<file path="src/rtl/beat_rx_pkg.sv">
// beat_rx_pkg: shared state type, default widths and nominal timeout for the beat receiver.
package beat_rx_pkg;
    typedef enum logic [1:0] {IDLE, ARMED, LOCKED, STALLED} beat_state_t;
    localparam int DEF_SYNC_STAGES    = 2;
    localparam int DEF_PERIOD_W       = 32;
    localparam int DEF_BEAT_W         = 16;
    localparam int DEF_TIMEOUT_CYCLES = 12500000;
    localparam int DEF_GLITCH_CYCLES  = 4;
endpackage

</file>
<file path="src/rtl/beat_tick_receiver_sync.sv">
// sync_edge_detect: synchronises div_in and emits rise/fall pulses on accepted level changes.
// With BEAT_DEGLITCH_EN a new level must be stable GLITCH_CYCLES cycles before it is accepted.
module sync_edge_detect #(
    parameter int SYNC_STAGES   = 2,
    parameter int GLITCH_CYCLES = 4
) (
    input  logic clk,
    input  logic rst_n,
    input  logic din,
    output logic rise,
    output logic fall
);
    if (SYNC_STAGES < 2 || GLITCH_CYCLES < 1) begin : g_chk
        $error("sync_edge_detect: SYNC_STAGES must be >= 2 and GLITCH_CYCLES >= 1");
    end
    logic [SYNC_STAGES-1:0] sync_q, sync_d;
    logic                   level_q, level_d;
    logic                   s;
    assign s = sync_q[SYNC_STAGES-1];
`ifdef BEAT_DEGLITCH_EN
    localparam int GW = $clog2(GLITCH_CYCLES + 1);
    logic [GW-1:0] dcnt_q, dcnt_d;
    logic          rise_q, rise_d, fall_q, fall_d, accept;
    always_comb begin
        sync_d  = {sync_q[SYNC_STAGES-2:0], din};
        accept  = (s != level_q) && (dcnt_q == GW'(GLITCH_CYCLES - 1));
        dcnt_d  = (s == level_q || accept) ? '0 : dcnt_q + 1'b1;
        level_d = accept ? s : level_q;
        rise_d  = accept & s;
        fall_d  = accept & ~s;
    end
    always_ff @(posedge clk or negedge rst_n) begin
        if (!rst_n) begin
            sync_q  <= '0;
            level_q <= 1'b0;
            dcnt_q  <= '0;
            rise_q  <= 1'b0;
            fall_q  <= 1'b0;
        end else begin
            sync_q  <= sync_d;
            level_q <= level_d;
            dcnt_q  <= dcnt_d;
            rise_q  <= rise_d;
            fall_q  <= fall_d;
        end
    end
    assign rise = rise_q;
    assign fall = fall_q;
`else
    always_comb begin
        sync_d  = {sync_q[SYNC_STAGES-2:0], din};
        level_d = s;
    end
    always_ff @(posedge clk or negedge rst_n) begin
        if (!rst_n) begin
            sync_q  <= '0;
            level_q <= 1'b0;
        end else begin
            sync_q  <= sync_d;
            level_q <= level_d;
        end
    end
    assign rise = s & ~level_q;
    assign fall = ~s & level_q;
`endif
endmodule

</file>
<file path="src/rtl/beat_tick_receiver.sv">
// beat_tick_receiver: turns the slow div_in toggle into clk-domain beat enables, beat count,
// period measurement and stall detection. Optional input deglitch via BEAT_DEGLITCH_EN.
module beat_tick_receiver
    import beat_rx_pkg::*;
#(
    parameter int SYNC_STAGES    = DEF_SYNC_STAGES,
    parameter int PERIOD_W       = DEF_PERIOD_W,
    parameter int BEAT_W         = DEF_BEAT_W,
    parameter int TIMEOUT_CYCLES = DEF_TIMEOUT_CYCLES,
    parameter int GLITCH_CYCLES  = DEF_GLITCH_CYCLES
) (
    input  logic                clk,
    input  logic                rst_n,
    input  logic                div_in,
    input  logic                clear,
    output logic                beat_tick,
    output logic                half_tick,
    output logic [BEAT_W-1:0]   beat_count,
    output logic [PERIOD_W-1:0] period,
    output logic                period_valid,
    output logic                stalled
);
    logic rise, fall;
    sync_edge_detect #(.SYNC_STAGES(SYNC_STAGES), .GLITCH_CYCLES(GLITCH_CYCLES)) u_sync (
        .clk(clk), .rst_n(rst_n), .din(div_in), .rise(rise), .fall(fall)
    );
    beat_state_t         state_q, state_d;
    logic [PERIOD_W-1:0] cnt_q, cnt_d, cnt_inc, period_q, period_d;
    logic [BEAT_W-1:0]   bc_q, bc_d;
    logic                tick_q, tick_d, half_q, half_d, valid_q, valid_d, stalled_q, stalled_d;
    logic                timeout;
    always_comb begin
        cnt_inc   = (cnt_q == '1) ? cnt_q : cnt_q + 1'b1;
        timeout   = (cnt_q == PERIOD_W'(TIMEOUT_CYCLES - 1));
        tick_d    = rise & ~clear;
        half_d    = (rise | fall) & ~clear;
        bc_d      = clear ? '0 : bc_q + BEAT_W'(tick_d);
        cnt_d     = (clear || rise) ? '0 : cnt_inc;
        state_d   = state_q;
        period_d  = period_q;
        valid_d   = valid_q;
        stalled_d = stalled_q;
        if (clear) begin
            state_d   = IDLE;
            period_d  = '0;
            valid_d   = 1'b0;
            stalled_d = 1'b0;
        end else if (rise) begin
            // A period is only meaningful between two edges seen in ARMED/LOCKED.
            case (state_q)
                IDLE:    state_d = ARMED;
                ARMED:   begin state_d = LOCKED; period_d = cnt_inc; valid_d = 1'b1; end
                LOCKED:  period_d = cnt_inc;
                default: begin state_d = ARMED; stalled_d = 1'b0; end
            endcase
        end else if (timeout && (state_q == ARMED || state_q == LOCKED)) begin
            state_d   = STALLED;
            stalled_d = 1'b1;
            valid_d   = 1'b0;
        end
    end
    always_ff @(posedge clk or negedge rst_n) begin
        if (!rst_n) begin
            state_q   <= IDLE;
            cnt_q     <= '0;
            period_q  <= '0;
            bc_q      <= '0;
            tick_q    <= 1'b0;
            half_q    <= 1'b0;
            valid_q   <= 1'b0;
            stalled_q <= 1'b0;
        end else begin
            state_q   <= state_d;
            cnt_q     <= cnt_d;
            period_q  <= period_d;
            bc_q      <= bc_d;
            tick_q    <= tick_d;
            half_q    <= half_d;
            valid_q   <= valid_d;
            stalled_q <= stalled_d;
        end
    end
    assign beat_tick    = tick_q;
    assign half_tick    = half_q;
    assign beat_count   = bc_q;
    assign period       = period_q;
    assign period_valid = valid_q;
    assign stalled      = stalled_q;
endmodule

</file>
<file path="config.mk">
export PLATFORM = sky130hd
export DESIGN_NAME = beat_tick_receiver
export DESIGN_NICKNAME = d
export VERILOG_FILES = /design/src/rtl/beat_rx_pkg.sv /design/src/rtl/beat_tick_receiver_sync.sv /design/src/rtl/beat_tick_receiver.sv
export SDC_FILE = /design/constraint.sdc
export NUM_CORES = 1
export LEC_CHECK = 0
export BUFFER_PORTS_ARGS = -buffer_cell sky130_fd_sc_hd__buf_2
export CAP_MARGIN = 10
export CORE_AREA = 4 4 93 95
export CTS_CLUSTER_DIAMETER = 50
export DETAILED_ROUTE_END_ITERATION = 8
export DIE_AREA = 0 0 97 99
export PLACE_DENSITY = 0.87
export REMOVE_ABC_BUFFERS = 1
export SYNTH_ARGS = -nofsm -noshare
export SYNTH_HDL_FRONTEND = slang
export SYNTH_SLANG_ARGS = --single-unit
</file>
<file path="constraint.sdc">
create_clock -name clk -period 6.4 [get_ports clk]
set_input_delay 1.28 -clock clk [delete_from_list [all_inputs] [get_ports clk]]
set_output_delay 1.28 -clock clk [all_outputs]
set_load 0.005 [all_outputs]
</file>
# ---- Yosys cells after proc, flatten, opt, wreduce, memory -nomap -nowiden
# Index checks and enable logic that the tools add are counted.
dict set report classes {
  n_addsub 2
  n_eq_ne 7
  muxes 18
  bitwise 8
  reduce_logical 13
}
# operator count
set ops {}
lappend ops {{$mux W32} 5}
lappend ops {{$add A32 B1 Y32 const B} 1}
lappend ops {{$eq A32 B24 Y1 const B} 1}
lappend ops {{$eq A32 B32 Y1 const B} 1}
lappend ops {{$add A16 B1 Y16} 1}
lappend ops {{$mux W16} 1}
lappend ops {{$mux W1} 8}
lappend ops {{$reduce_and A2 Y1} 4}
lappend ops {{$mux W2} 3}
lappend ops {{$ne A3 B3 Y1 const B} 2}
lappend ops {{$and A1 B1 Y1} 4}
lappend ops {{$pmux W2 S2} 1}
lappend ops {{$reduce_bool A2 Y1} 2}
lappend ops {{$ne A3 B2 Y1 const B} 1}
lappend ops {{$not A1 Y1} 3}
lappend ops {{$reduce_bool A3 Y1} 1}
lappend ops {{$reduce_or A3 Y1} 1}
lappend ops {{$eq A2 B1 Y1 const B} 1}
lappend ops {{$eq A2 B2 Y1 const B} 1}
lappend ops {{$logic_not A2 Y1} 1}
lappend ops {{$logic_or A1 B1 Y1} 2}
lappend ops {{$reduce_or A2 Y1} 1}
lappend ops {{$logic_and A1 B1 Y1} 1}
lappend ops {{$or A1 B1 Y1} 1}
dict set report totals {
  ff_bits 89
  input_bits 4
}

# ---- Logic depth before layout (Yosys ltp)
dict set report logic_depth {
  depth_word 6
  depth_mapped 10
}

# ---- Modules after synthesis
# From an unflattened synthesis, not the netlist that was laid out.
dict set report unflattened {
  cells_unflattened 432
  hier_area_um2 4317.9
}
# mod instances cells_per_inst area_per_inst_um2 seq_area_each_um2
set by_module_without_submodules {}
lappend by_module_without_submodules {beat_tick_receiver 1 427 4227.8 2152.1}
lappend by_module_without_submodules {sync_edge_detect 1 5 90.1 75.1}

# ---- Worst setup path after synthesis
# OpenSTA, ideal clock, no wires.
dict set report synth_path {
  path_kind {input to register}
  from {input port clear}
  to {register bc_q[14] (netlist: beat_count[14])}
  arrival_time_ns 2.674
  path_slack_ns 3.595
  stages 8
  path_buffers 1
  cell_sequence {clkbuf_1 nor2b_1 ha_1 inv_1 nor4_1 nand4_1 xor2_1 nor2_1}
}
dict set report synth_between {
  elab_chain_len 4
}
# item line_no
set synth_lines {}
lappend synth_lines {{start: declaration} beat_tick_receiver.sv:15} ;# input logic clear,
lappend synth_lines {{$not A1 Y1} beat_tick_receiver.sv:35} ;# tick_d = rise & ~clear;
lappend synth_lines {{$and A1 B1 Y1} beat_tick_receiver.sv:35}
lappend synth_lines {{net tick_d} beat_tick_receiver.sv:30} ;# logic tick_q, tick_d, half_q, half_d, valid_q, valid_d, stalled_q, stalled_d;
lappend synth_lines {{$add A16 B1 Y16} beat_tick_receiver.sv:37} ;# bc_d = clear ? '0 : bc_q + BEAT_W'(tick_d);
lappend synth_lines {{$mux W16} beat_tick_receiver.sv:37}
lappend synth_lines {{net bc_d[14]} beat_tick_receiver.sv:29} ;# logic [BEAT_W-1:0] bc_q, bc_d;
lappend synth_lines {{end signal: assignment} beat_tick_receiver.sv:67} ;# bc_q <= '0;
lappend synth_lines {{end signal: assignment} beat_tick_receiver.sv:76} ;# bc_q <= bc_d;
lappend synth_lines {{end: declaration} beat_tick_receiver.sv:29}
# The timed path passes the listed nets, and every way through them passes these cells.
# A chain may end at the register's enable or synchronous reset.

# ---- Final worst setup path
dict set report layout_path {
  from {register cnt_q[0]}
  to {register period_q[23] (netlist: period[23])}
}
dict set report layout_between {
  elab_chain_len 5
  elab_cells_between_ends 6
  classes_between {add/sub (1); eq/ne (1); mux (4)}
}
# item line_no
set layout_lines {}
lappend layout_lines {{start: declaration} beat_tick_receiver.sv:28} ;# logic [PERIOD_W-1:0] cnt_q, cnt_d, cnt_inc, period_q, period_d;
lappend layout_lines {{start signal: assignment} beat_tick_receiver.sv:74} ;# cnt_q <= cnt_d;
lappend layout_lines {{$add A32 B1 Y32 or $eq A32 B32 Y1 (tied branches)} beat_tick_receiver.sv:33} ;# cnt_inc = (cnt_q == '1) ? cnt_q : cnt_q + 1'b1;
lappend layout_lines {{$mux W32 *} beat_tick_receiver.sv:33}
lappend layout_lines {{$mux W32 *} beat_tick_receiver.sv:50} ;# case (state_q)
lappend layout_lines {{$mux W32 *} beat_tick_receiver.sv:48} ;# end else if (rise) begin
lappend layout_lines {{$mux W32 *} beat_tick_receiver.sv:43} ;# if (clear) begin
lappend layout_lines {{end signal: assignment} beat_tick_receiver.sv:75} ;# period_q <= period_d;
lappend layout_lines {{end: declaration} beat_tick_receiver.sv:28}
# Mark *: on every way between the ends. The rest lies on a longest branch, timed or not. The select of a mux whose other input is x is not followed.

==> metrics.yaml <==
arrival_ns: 3.39
dieArea_um2: 9600
maxSlewViolCount: 0
cp-start-kind: "flop"
port_buffers: 55
drive_above_1_share: 0.181
synthArstFlopShare: 1.00
period_minus_slack_ns: 3.14
reg2reg_to: "period[23]"
cpPeakStageDelay_ns: 0.98
wl_met3_um: 540
hold_path.class: "reg -> reg"
ff2ff_path_depth: 6
track_usage: 0.210
synth-main-ff-cell: "dfrtp_1"
dr.pass1.iters: 5
num_vias: 3614
critPathMaxFanout: 33
drv_cap: 0
hold_end: "u_sync.sync_q[1]"
grt_max_degree: 90
synth_area_per_cell_um2: 9.72
cts.hold.buffers_added: 0
max_slew.worst_pin.slew_ns: 1.15
die-height_um: 99
wl_met1_um: 4160
clock.fmax_mhz: 318
ir_drop_v: 0.000137
hold_viol: 0
area_growth_pct: 11.2
coreArea_um2: 7730
yosys_warnings: 0
reg2reg_slack_ns: 3.26
synth_edf_count: 0
hpwlAfterDp_um: 6480
worstSetupPathType: "reg -> reg"
synth-seq-area-share: 0.507
nets: 506
crit_required_ns: 6.65
period_share: 0.491
htreeDepth: 3
yosys-top-cells-area: "dfrtp_1 (51%), nand2_1 (4.4%), xnor2_1 (4.2%)"
grt_pass1_vias: 3562
synth_top_cell_by_area: "dfrtp_1"
crit_chain: "ha_1 > nand3_1 > nor4_4 > and3_1 > nor4_1 > a211o_1"
min_path_cells: 0
path_clk_slew_ns: 0.08
ant_nets: 0
gp_congestion: 0.853
initial_core_util: 0.568
setup_tns_ns: 0
post-cts-setup-buffer-count: 0
top_layer: "met4"
p_per_area_nw_per_um2: 202
via_per_inst: 6.02
worstSkewPairLatency_ns: 0.36
timing.critical_path.slowest_stage_cell: "and3_1"
wl_met2_um: 4820
synth_cell_types: 53
totalPowerFinal_mw: 0.989
synth-seq-cells: 89
syn_area_um2: 4390
antenna_found_initial: 0
io_pins: 56
end_kind: "flop"
wl_um: 9730
timing.rr.start: "cnt_q[0]"
cts_tree: "built"
fin_skew_ns: 0.00876
synth_cells: 452
n_antenna_cell: 0
die_w_um: 97
cts_buffer_depth: 2
grt_remaining_overflow: 0
drtIter0Drc: 231
holdCritStartpoint: "u_sync.sync_q[0]"
status: "finished clean"
clkSinkCount: 89
ctsResizeCount: 0
relSlewSlack: 0.232
synth_top_cell_area_share: 0.507
fin_util: 0.632
cts-root-buf: "clkbuf_8"
setup_violations: 0
num_rows: 32
drc_errors: 0
grt_setup_unrepaired: "no"
cts_buffers: 9
wl_per_cell_um: 16.2
grt_first_pass_wirelength_um: 16800
p_leak_nw: 2.20
[worst max path at each step]
stage                     slack, ns          to  startpoint
after detailed placement       3.03  period[21]       clear
after global placement         3.13  period[25]       clear
final                          3.26  period[23]    cnt_q[0]
after CTS                      3.32  period[23]    cnt_q[0]
after floorplan                3.50  period[23]   cnt_q[19]
after global routing           2.99   cnt_q[21]    cnt_q[0]
[layout by cell type (no fill, tap or decap), types with 2 or more instances in the layout]
cell	count
dfrtp_1	89
buf_2	54
nand2_1	51
nor2_1	46
o21ai_0	26
nand3_1	24
xnor2_1	21
xor2_1	15
a21oi_1	15
nand4_1	13
inv_1	11
or3_1	10
clkbuf_8	10
nor4_1	8
or4_1	8
a31oi_1	8
o211ai_1	7
ha_1	7
nor3_1	6
o21ai_1	5
buf_4	5
or2_2	4
and3_1	4
nand3b_1	4
or4_4	3
clkinv_2	3
nor4_4	2
nand4b_1	2
and2_1	2
and4_4	2
a2111oi_2	2
a211oi_1	2
o31ai_1	2
a311oi_1	2
nor2b_1	2
a221oi_1	2
nand2b_1	2
[routing by layer]
metal  global-route usage  vias up
li1                     -     1679
met1                0.266     1792
met2                0.359      121
met3               0.0368       22
met4               0.0853        0
met5                    0        -
[layout make-up]
class / count / area, µm²
Clock inverter: 4 / 45.0
Inverter: 11 / 41.3
Multi-Input combinational cell: 325 / 2000
Tap cell: 102 / 128
Clock buffer: 10 / 138
Fill cell: 633 / 2840
Timing Repair Buffer: 59 / 308
Sequential cell: 89 / 2230
[per-stage QoR]
stage / hold WS, ns / setup WS (ns) / std cells / area [µm²]
after floorplan: 0.331 / 3.50 / 425 / 4260
after global placement: 0.337 / 3.13 / 586 / 4700
after detailed placement: 0.340 / 3.03 / 586 / 4700
after CTS: 0.358 / 3.32 / 600 / 4890
after global routing: 0.369 / 2.99 / 600 / 4890
final: 0.357 / 3.26 / 600 / 4890
[Yosys cell counts (all sizes together), types with 2 or more instances]
library cell / n
nand2b: 2
nand4b: 2
and3: 4
or2: 5
nor3: 7
o211ai: 7
a2111oi: 2
xor2: 15
nor2: 46
o31ai: 2
nor4: 10
a211oi: 2
nor2b: 2
a31oi: 8
nand2: 51
a21oi: 16
a221oi: 2
clkbuf: 18
nand3: 25
or3: 10
or4: 11
nand4: 14
o21ai: 31
inv: 11
dfrtp: 89
a311oi: 2
ha: 7
buf: 9
xnor2: 21
nand3b: 4
and2: 3
and4: 2
[flip-flops by register name, summed over array words and instances (netlist names)]
| signal | flops |
|---|---|
| beat_count | 16 |
| beat_tick | 1 |
| cnt_q | 32 |
| half_tick | 1 |
| period | 32 |
| period_valid | 1 |
| stalled | 1 |
| state_q | 2 |
| u_sync.level_q | 1 |
| u_sync.sync_q | 2 |
[kinds of logic after synthesis]
kind of cell / Yosys count / synth area share
DFF: 89 / 0.507
AOI/OAI and AO/OA: 81 / 0.116
and+or+nand+nor: 200 / 0.243
xor gates and xnor gates: 36 / 0.0718
buffers and inverters: 38 / 0.0399
muxes: 1 / 0.00228
adders and majority gates: 7 / 0.0199
[critical path, delay by kind of cell (launching register included)]
family	cells	cell delay [ns]
AOI/OAI and AO/OA	1	0.26
and+or+nand+nor	4	2.11
adders and majority gates	1	0.22
DFF	1	0.42
[report_power, final]
| part | switching (mW) | internal, mW |
|---|---|---|
| Combinational | 0.0333 | 0.00997 |
| Clock | 0.190 | 0.185 |
| Sequential | 0.00364 | 0.567 |
| Total | 0.227 | 0.761 |
(Power assumes the default switching activity.)
